### config.mk
export PLATFORM = sky130hd
export DESIGN_NAME = systemx_arbiter_flat
export DESIGN_NICKNAME = d
export VERILOG_FILES = /design/src/rtl/systemx_arbiter_if.sv /design/src/rtl/systemx_arbiter.sv /design/src/flat_wrapper.sv
export SDC_FILE = /design/constraint.sdc
export NUM_CORES = 1
export LEC_CHECK = 0
export BUFFER_PORTS_ARGS = -buffer_cell sky130_fd_sc_hd__buf_2
export CAP_MARGIN = 30
export CORE_ASPECT_RATIO = 1.4
export CORE_MARGIN = 10
export CORE_UTILIZATION = 45
export DETAILED_ROUTE_END_ITERATION = 8
export PLACE_DENSITY_LB_ADDON = 0.2
export SLEW_MARGIN = 25
export SYNTH_ARGS = -nofsm -noshare
export SYNTH_HDL_FRONTEND = slang
export SYNTH_SLANG_ARGS = --single-unit
### constraint.sdc
create_clock -name clk -period 2.6 [get_ports clk]
set_input_delay 0.26 -clock clk [delete_from_list [all_inputs] [get_ports clk]]
set_output_delay 0.26 -clock clk [all_outputs]
set_load 0.005 [all_outputs]
### src/rtl/systemx_arbiter_if.sv
// Request/grant bundle between the three systemx sources and the select arbiter.
// Sources drive req/done; the arbiter drives the registered select and status lines.
interface systemx_arbiter_if;
    logic [2:0] req;
    logic       done;
    logic [1:0] sel;
    logic [2:0] gnt;
    logic       busy;
    logic       timeout;

    modport master (output req, done, input sel, gnt, busy, timeout);
    modport slave  (input req, done, output sel, gnt, busy, timeout);
endinterface

### src/rtl/systemx_arbiter.sv
// Round-robin arbiter driving the systemx 2-bit select code, with a one-cycle
// break-before-make gap between owners and a hold limit under competition.
module systemx_arbiter #(
    parameter int unsigned MAX_HOLD = 8
) (
    input  logic               clk,
    input  logic               rst,
    systemx_arbiter_if.slave   arb_if,
    output logic [1:0]         dbg_state_o
);
    // Handshake: req is a level held by each source while it wants the selector;
    // done is a single-cycle release from the current owner, only honoured in GRANT.

    typedef enum logic [1:0] {
        IDLE  = 2'd0,
        GRANT = 2'd1,
        GAP   = 2'd2
    } state_t;

    state_t     state_q;
    logic [1:0] owner_q;
    logic [1:0] last_q;
    logic [7:0] hold_q;
    logic [1:0] sel_q;
    logic [2:0] gnt_q;
    logic       busy_q;
    logic       timeout_q;

    logic [1:0] win_idx;
    logic       any_req;
    logic       owner_req;
    logic       others_req;
    logic       at_limit;

    // Search last+1, last+2, last (mod 3); scanning in reverse lets the first hit win.
    always_comb begin
        logic [2:0] pos;
        win_idx = last_q;
        for (int k = 3; k >= 1; k--) begin
            pos = {1'b0, last_q} + 3'(k);
            if (pos >= 3'd3) pos = pos - 3'd3;
            if (arb_if.req[pos[1:0]]) win_idx = pos[1:0];
        end
    end

    always_comb begin
        any_req    = |arb_if.req;
        owner_req  = arb_if.req[owner_q];
        others_req = |(arb_if.req & ~(3'b001 << owner_q));
        at_limit   = (hold_q == 8'(MAX_HOLD));
    end

    always_ff @(posedge clk) begin
        if (rst) begin
            state_q   <= IDLE;
            owner_q   <= 2'd0;
            last_q    <= 2'd2;
            hold_q    <= 8'd0;
            sel_q     <= 2'b00;
            gnt_q     <= 3'b000;
            busy_q    <= 1'b0;
            timeout_q <= 1'b0;
        end else begin
            timeout_q <= 1'b0;
            case (state_q)
                IDLE, GAP: begin
                    if (any_req) begin
                        state_q <= GRANT;
                        owner_q <= win_idx;
                        last_q  <= win_idx;
                        hold_q  <= 8'd1;
                        sel_q   <= win_idx + 2'd1;
                        gnt_q   <= 3'b001 << win_idx;
                        busy_q  <= 1'b1;
                    end else begin
                        state_q <= IDLE;
                        hold_q  <= 8'd0;
                        sel_q   <= 2'b00;
                        gnt_q   <= 3'b000;
                        busy_q  <= 1'b0;
                    end
                end
                GRANT: begin
                    if (arb_if.done || !owner_req || (at_limit && others_req)) begin
                        state_q   <= GAP;
                        hold_q    <= 8'd0;
                        sel_q     <= 2'b00;
                        gnt_q     <= 3'b000;
                        busy_q    <= 1'b1;
                        timeout_q <= !arb_if.done && owner_req;
                    end else if (!at_limit) begin
                        hold_q <= hold_q + 8'd1;
                    end
                end
                default: begin
                    state_q <= IDLE;
                    sel_q   <= 2'b00;
                    gnt_q   <= 3'b000;
                    busy_q  <= 1'b0;
                    hold_q  <= 8'd0;
                end
            endcase
        end
    end

    assign arb_if.sel     = sel_q;
    assign arb_if.gnt     = gnt_q;
    assign arb_if.busy    = busy_q;
    assign arb_if.timeout = timeout_q;
    assign dbg_state_o    = state_q;
endmodule

### src/flat_wrapper.sv
// flat-port wrapper written by rule: the top's interface ports become plain ports
module systemx_arbiter_flat 
#(
    parameter int unsigned MAX_HOLD = 8
)
  (clk, rst, dbg_state_o, arb_if_req, arb_if_done, arb_if_sel, arb_if_gnt, arb_if_busy, arb_if_timeout);
  systemx_arbiter_if arb_if_i ();
  input  logic clk;
  input  logic rst;
  output logic [1:0] dbg_state_o;
  input wire logic [$bits(arb_if_i.req)-1:0] arb_if_req;
  input wire logic [$bits(arb_if_i.done)-1:0] arb_if_done;
  output wire logic [$bits(arb_if_i.sel)-1:0] arb_if_sel;
  output wire logic [$bits(arb_if_i.gnt)-1:0] arb_if_gnt;
  output wire logic [$bits(arb_if_i.busy)-1:0] arb_if_busy;
  output wire logic [$bits(arb_if_i.timeout)-1:0] arb_if_timeout;
  assign arb_if_i.req = arb_if_req;
  assign arb_if_i.done = arb_if_done;
  assign arb_if_sel = arb_if_i.sel;
  assign arb_if_gnt = arb_if_i.gnt;
  assign arb_if_busy = arb_if_i.busy;
  assign arb_if_timeout = arb_if_i.timeout;
  systemx_arbiter #(.MAX_HOLD(MAX_HOLD)) u_core (.clk(clk), .rst(rst), .arb_if(arb_if_i), .dbg_state_o(dbg_state_o));
endmodule
# == Word level (Yosys, flattened, before mapping) ==
# Cells that the tools add are included.
# totals
romBits,0
latchBits,0
wordCells,76
memories,0
ram_bits,0
ff_bits,21
# op_classes
eq_ne,5
multipliers,0
div,0
reduce_logical,12
n_bitwise,4
shift,2
n_addsub,8
n_mux,30
n_lt_le_gt_ge,7
# ops
operator,count
two-way mux 2 bit,9
two-way mux 8 bit,2
one-hot mux 8 bit (2 select lines),1
"less-than comparator 2 x 3 -> 1 bit, second input constant",4
">= comparator 3 x 2 -> 1 bit, second input constant",3
OR reduction 3 bit,3
"adder 8 x 1 -> 8 bit, second input constant",1
binary-select mux 1 bit (select 2 bit),4
"== test 8 x 4 -> 1 bit, second input constant",1
two-way mux 1 bit,8
one-hot mux 2 bit (2 select lines),2
"adder 2 x 2 -> 3 bit, second input constant",2
two-way mux 3 bit,2
one-hot mux 3 bit (2 select lines),1
"left shift 1 x 2 -> 3 bit, first input constant",2
"subtractor 2 bit, second input constant",3
"adder 2 x 1 -> 3 bit, second input constant",1
bitwise AND 3 bit,1
"inequality test 3 bit, second input constant",1
NOT 3 bit,1
"adder 2 x 1 -> 2 bit, second input constant",1
"== test 2 x 1 -> 1 bit, second input constant",1
"== test 2 bit, second input constant",1
logical AND 1 bit,2
other kinds (8),11

# == Longest topological paths before layout ==
# depth
word_depth,11
mapped_depth,10

# == Worst setup path after synthesis ==
# Ideal clock, no wire load.
# synth_path
kind,register -> register
start,register u_core.owner_q[0]
end,"register u_core.sel_q[1], in the netlist u_core.arb_if.sel[1]"
arrival_time_ns,2.370
path_stages_with_launch,11
period_less_slack_ns,2.487
n_path_buf,2
setup_ns,0.117
setup_slack_ns,0.113
cell_sequence,dfxtp_1 -> clkbuf_1 -> inv_1 -> ha_1 -> clkbuf_1 -> nor3b_1 -> a221oi_1 -> a221oi_1 -> inv_1 -> ha_1 -> a22o_1
# synth_between
elab_chain_cells,7
elab_cells_between_ends,11
classes_between,1 x eq/ne; 1 x shift; 2 x mux; 2 x bitwise; 5 x reduce/logical
# synth_rtl
element,line,source
start: declaration,systemx_arbiter.sv:21,logic [1:0] owner_q;
start signal: assignment,systemx_arbiter.sv:69,owner_q <= win_idx;
left shift 1 x 2 -> 3 bit,systemx_arbiter.sv:49,others_req = |(arb_if.req & ~(3'b001 << owner_q));
NOT 3 bit,systemx_arbiter.sv:49,
bitwise AND 3 bit,systemx_arbiter.sv:49,
OR reduction 3 bit,systemx_arbiter.sv:49,
logical AND 1 bit,systemx_arbiter.sv:84,if (arb_if.done || !owner_req || (at_limit && others_req)) begin
logical OR 1 bit *,systemx_arbiter.sv:84,
inequality test 2 x 1 -> 1 bit (no line) *,-,
end signal: assignment,systemx_arbiter.sv:72,sel_q <= win_idx + 2'd1;
end: declaration,systemx_arbiter.sv:24,logic [1:0] sel_q;
# Every way passes the cells marked *; elsewhere a longest branch is shown, timed or not. The select of a mux whose other input is x is not followed.
# A chain may end at the register's enable or synchronous reset.

# == Final worst setup path ==
# layout_path
start,register u_core.hold_q[0]
end,register u_core.hold_q[0]
# layout_between
elab_chain_cells,5
elab_cells_between_ends,8
classes_between,1 x add/sub; 2 x eq/ne; 3 x mux; 2 x reduce/logical
# layout_rtl
element,line,source
start: declaration,systemx_arbiter.sv:23,logic [7:0] hold_q;
start signal: assignment,systemx_arbiter.sv:92,hold_q <= hold_q + 8'd1;
branches (longest 5 deep; another with adder 8 x 1 -> 8 bit),-,
# Parallel ways; which one is timed is not known. The select of a mux whose other input is x is not followed.

==> flow_summary_export.csv <==
group,metric,value,unit
worst_setup_path,path_cells,"inv_1 -> ha_1 -> or4b_4 -> nor4b_4 -> o311ai_1 -> nor2b_4 -> a311o_1",
layout,antennaDiodeCount,0,
detailed_routing,ant_nets,0,
timing,fin_crit_sh,88.2,%
layout,layout-drive-gt1-share,19.1,%
die,dieArea,4860,um^2
power_and_ir_drop,p_clk_share,20.1,%
global_routing,grt_usage,9.98,%
synthesis,yosysSeqAreaShare,36.2,%
synthesis,synth_edf_count,0,
worst_setup_path,timing.rr.end,"u_core.hold_q[0]",
synthesis,synthArstFlopShare,0,%
detailed_routing,avgRoutedWirePerCell,13.9,um
global_routing,grt_pass1_wl,3760,um
timing,rsz0062_at_grt,"false",
synthesis,syn_area,1100,um^2
power_and_ir_drop,power_frac_seq,50.0,%
placed_design,post-dp-hpwl,1840,um
worst_setup_path,crit_family,"simple AND/OR/NAND/NOR gates",
worst_setup_path,crit_end,"u_core.hold_q[0]",
clocking,ctsHoldBuffers,0,
timing,final_hold_viol_count,0,
timing,fin_tns_setup,0,ps
synthesis,synthDistinctLibCells,37,
placed_design,gp_congestion,0.801,
clocking,cts.repair.resized,0,
clocking,clock_path_buffers,2,
die,io_pins,15,
worst_setup_path,arrival,2490,ps
synthesis,synthFlopType,"dfxtp_1",
job,drv_cap,0,
detailed_routing,drtPass1Iterations,4,
power_and_ir_drop,leakagePower,0.528,nW
timing,skew,5.67,ps
global_routing,first_global_vias,904,
worst_setup_path,rr_worst_depth,7,
detailed_routing,drc_errors,0,
synthesis,syn_area_per_cell,8.84,um^2
worst_setup_path,start_kind,"flop",
power_and_ir_drop,power_frac_comb,30.0,%
placed_design,io_buffers,14,
worst_setup_path,crit_cells,7,
worst_setup_path,cp_slowest_cell,"or4b_4",
detailed_routing,drt-initial-drc-count,22,
clocking,post-cts-setup-buffers,0,
layout,final_nets,157,
layout,syn2layout_area_growth,11.7,%
clocking,htree_levels,1,
worst_hold_path,hp-class,"input port to flop",
synthesis,synth_nets,139,
clocking,clk_latency,300,ps
synthesis,synth.largest_area_cell,"dfxtp_1",
timing,worstMarginPinSlew,494,ps
synthesis,yosys-top-cells-area,"dfxtp_1 (36%), ha_1 (9.1%), nor2_1 (5.4%)",
worst_setup_path,crit_type,"flop to flop",
worst_setup_path,path_buf_inv,1,
clocking,cts_root_buf,"clkbuf_4",
worst_setup_path,path_max_fanout,7,
detailed_routing,wirelength,2290,um
timing,fin_hold_ws,212,ps
die,initial_core_util,46.7,%
detailed_routing,via_per_inst,5.57,
timing,max-slew-margin-rel,66.9,%
power_and_ir_drop,netSwitchingPower,0.000221,W
worst_setup_path,worst_setup_path_end_kind,"flop",
power_and_ir_drop,peakVddDrop,0.000353,V
worst_setup_path,critPathMaxStageDelay,470,ps
power_and_ir_drop,p_int,0.000491,W
outcome,status,"complete, no violations",
clocking,cts_tree,"built",
clocking,cts_made_buffers,3,
worst_setup_path,r2r_start,"u_core.hold_q[0]",
detailed_routing,vias,914,
synthesis,synth_top_cell_area_share,36.2,%
die,std_cell_rows,21,
timing,drv_slew,0,
clocking,clk_pin_slew,100,ps
worst_setup_path,rrSetupSlack,310,ps
timing,min_period,2290,ps
timing,setup_violations,0,
worst_setup_path,critPathRequiredTime,2800,ps
global_routing,overflow,0,
worst_setup_path,startpoint,"u_core.hold_q[0]",
die,die_x,61.9,um
synthesis,synth_cells,125,
power_and_ir_drop,p_sw_share,31.1,%
die,core_area,2360,um^2
power_and_ir_drop,power_density,577,nW/um^2
clocking,cts.sinks,20,
synthesis,ys_warn_count,0,
synthesis,ys_seq_elements,20,
die,chipHeight,78.6,um
global_routing,grt_max_degree,12,
global_routing,antenna_found_initial,0,
timing,fmax,436,MHz
flip-flops by register name, summed over array words and instances, names as in the netlist:
| name | count |
|---|---|
| u_core.arb_if.sel | 2 |
| u_core.arb_if.timeout | 1 |
| u_core.arb_if.busy | 1 |
| u_core.arb_if.gnt | 3 |
| u_core.hold_q | 8 |
| u_core.owner_q | 2 |
| u_core.last_q | 1 |
| u_core.dbg_state_o | 2 |
cells by family (layout without fill, tap and decap cells):
| family | Yosys count | after routing | share of synthesized area (%) |
|---|---|---|---|
| compound gates | 29 | 29 | 19.5 |
| xor+xnor | 5 | 5 | 3.96 |
| fa+ha+maj | 8 | 8 | 9.06 |
| buf+inv | 12 | 28 | 4.08 |
| flops | 20 | 20 | 36.2 |
| mux | 2 | 2 | 1.93 |
| simple gates | 49 | 49 | 25.3 |
layer usage:
metal	vias to the layer above	track usage, %	wire, um
li1	477	-	-
met5	-	0	0
met4	0	5.38	61
met1	418	8.95	896
met3	5	1.29	43
met2	14	19.7	1290
power groups by stage:
stage	clock, W	combinational [W]	sequential [W]
4_1_cts	0.000145	0.000217	0.000356
3_5_place_dp	0	0.000216	0.000362
3_3_place_gp	0	0.000210	0.000361
2_1_floorplan	0	0.000146	0.000360
6_report	0.000143	0.000213	0.000356
5_1_grt	0.000155	0.000242	0.000359
how the worst min path moves through the flow:
stage / from / to / slack, ps / cells past startpoint
floorplan: u_core.arb_if.gnt[0] / u_core.arb_if.gnt[0] / 470 / 1
global placement: u_core.arb_if.gnt[1] / u_core.arb_if.gnt[1] / 460 / 1
detailed placement: u_core.arb_if.gnt[1] / u_core.arb_if.gnt[1] / 460 / 1
CTS: rst / u_core.owner_q[1] / 210 / 2
global route: rst / u_core.owner_q[1] / 230 / 2
finish: rst / u_core.dbg_state_o[1] / 210 / 2
layout make-up:
cell class / instances / area, um^2
sequential: 20 / 400
clock buffer: 3 / 22.5
fill: 233 / 1130
timing repair buffer: 17 / 92.6
multi-input combinational: 93 / 659
inverter: 8 / 30.0
tap: 23 / 28.8
stage by stage:
stage	power, W	cells	area (um^2)	util (%)	setup WS [ps]
6_report	0.000712	164	1230	52.2	307
5_1_grt	0.000756	164	1230	52.2	121
4_1_cts	0.000718	164	1230	52.2	281
3_5_place_dp	0.000579	161	1210	51.2	302
3_3_place_gp	0.000571	161	1210	51.2	318
2_1_floorplan	0.000505	125	1100	-	113
cell usage after synthesis (4+ instances only):
library cell	count
a21oi_1	6
a22o_1	5
dfxtp_1	20
ha_1	8
inv_1	8
nand2_1	4
nand2b_1	4
nand3_1	6
nor2_1	16
nor3_1	6
o21ai_0	4
xor2_1	5
layout by cell type, fill, tap and decap left out, types with 3 or more instances in the layout:
master | netlist | layout
dfxtp_1 | 20 | 20
nor2_1 | 16 | 16
buf_2 | 0 | 14
inv_1 | 8 | 8
ha_1 | 8 | 8
a21oi_1 | 6 | 6
nand3_1 | 6 | 6
nor3_1 | 6 | 6
xor2_1 | 5 | 5
a22o_1 | 5 | 5
o21ai_0 | 4 | 4
nand2_1 | 4 | 4
nand2b_1 | 4 | 4
a221oi_1 | 3 | 3
clkbuf_4 | 0 | 3
buf_4 | 0 | 3
No activity file was read; power rests on OpenSTA's default activity.
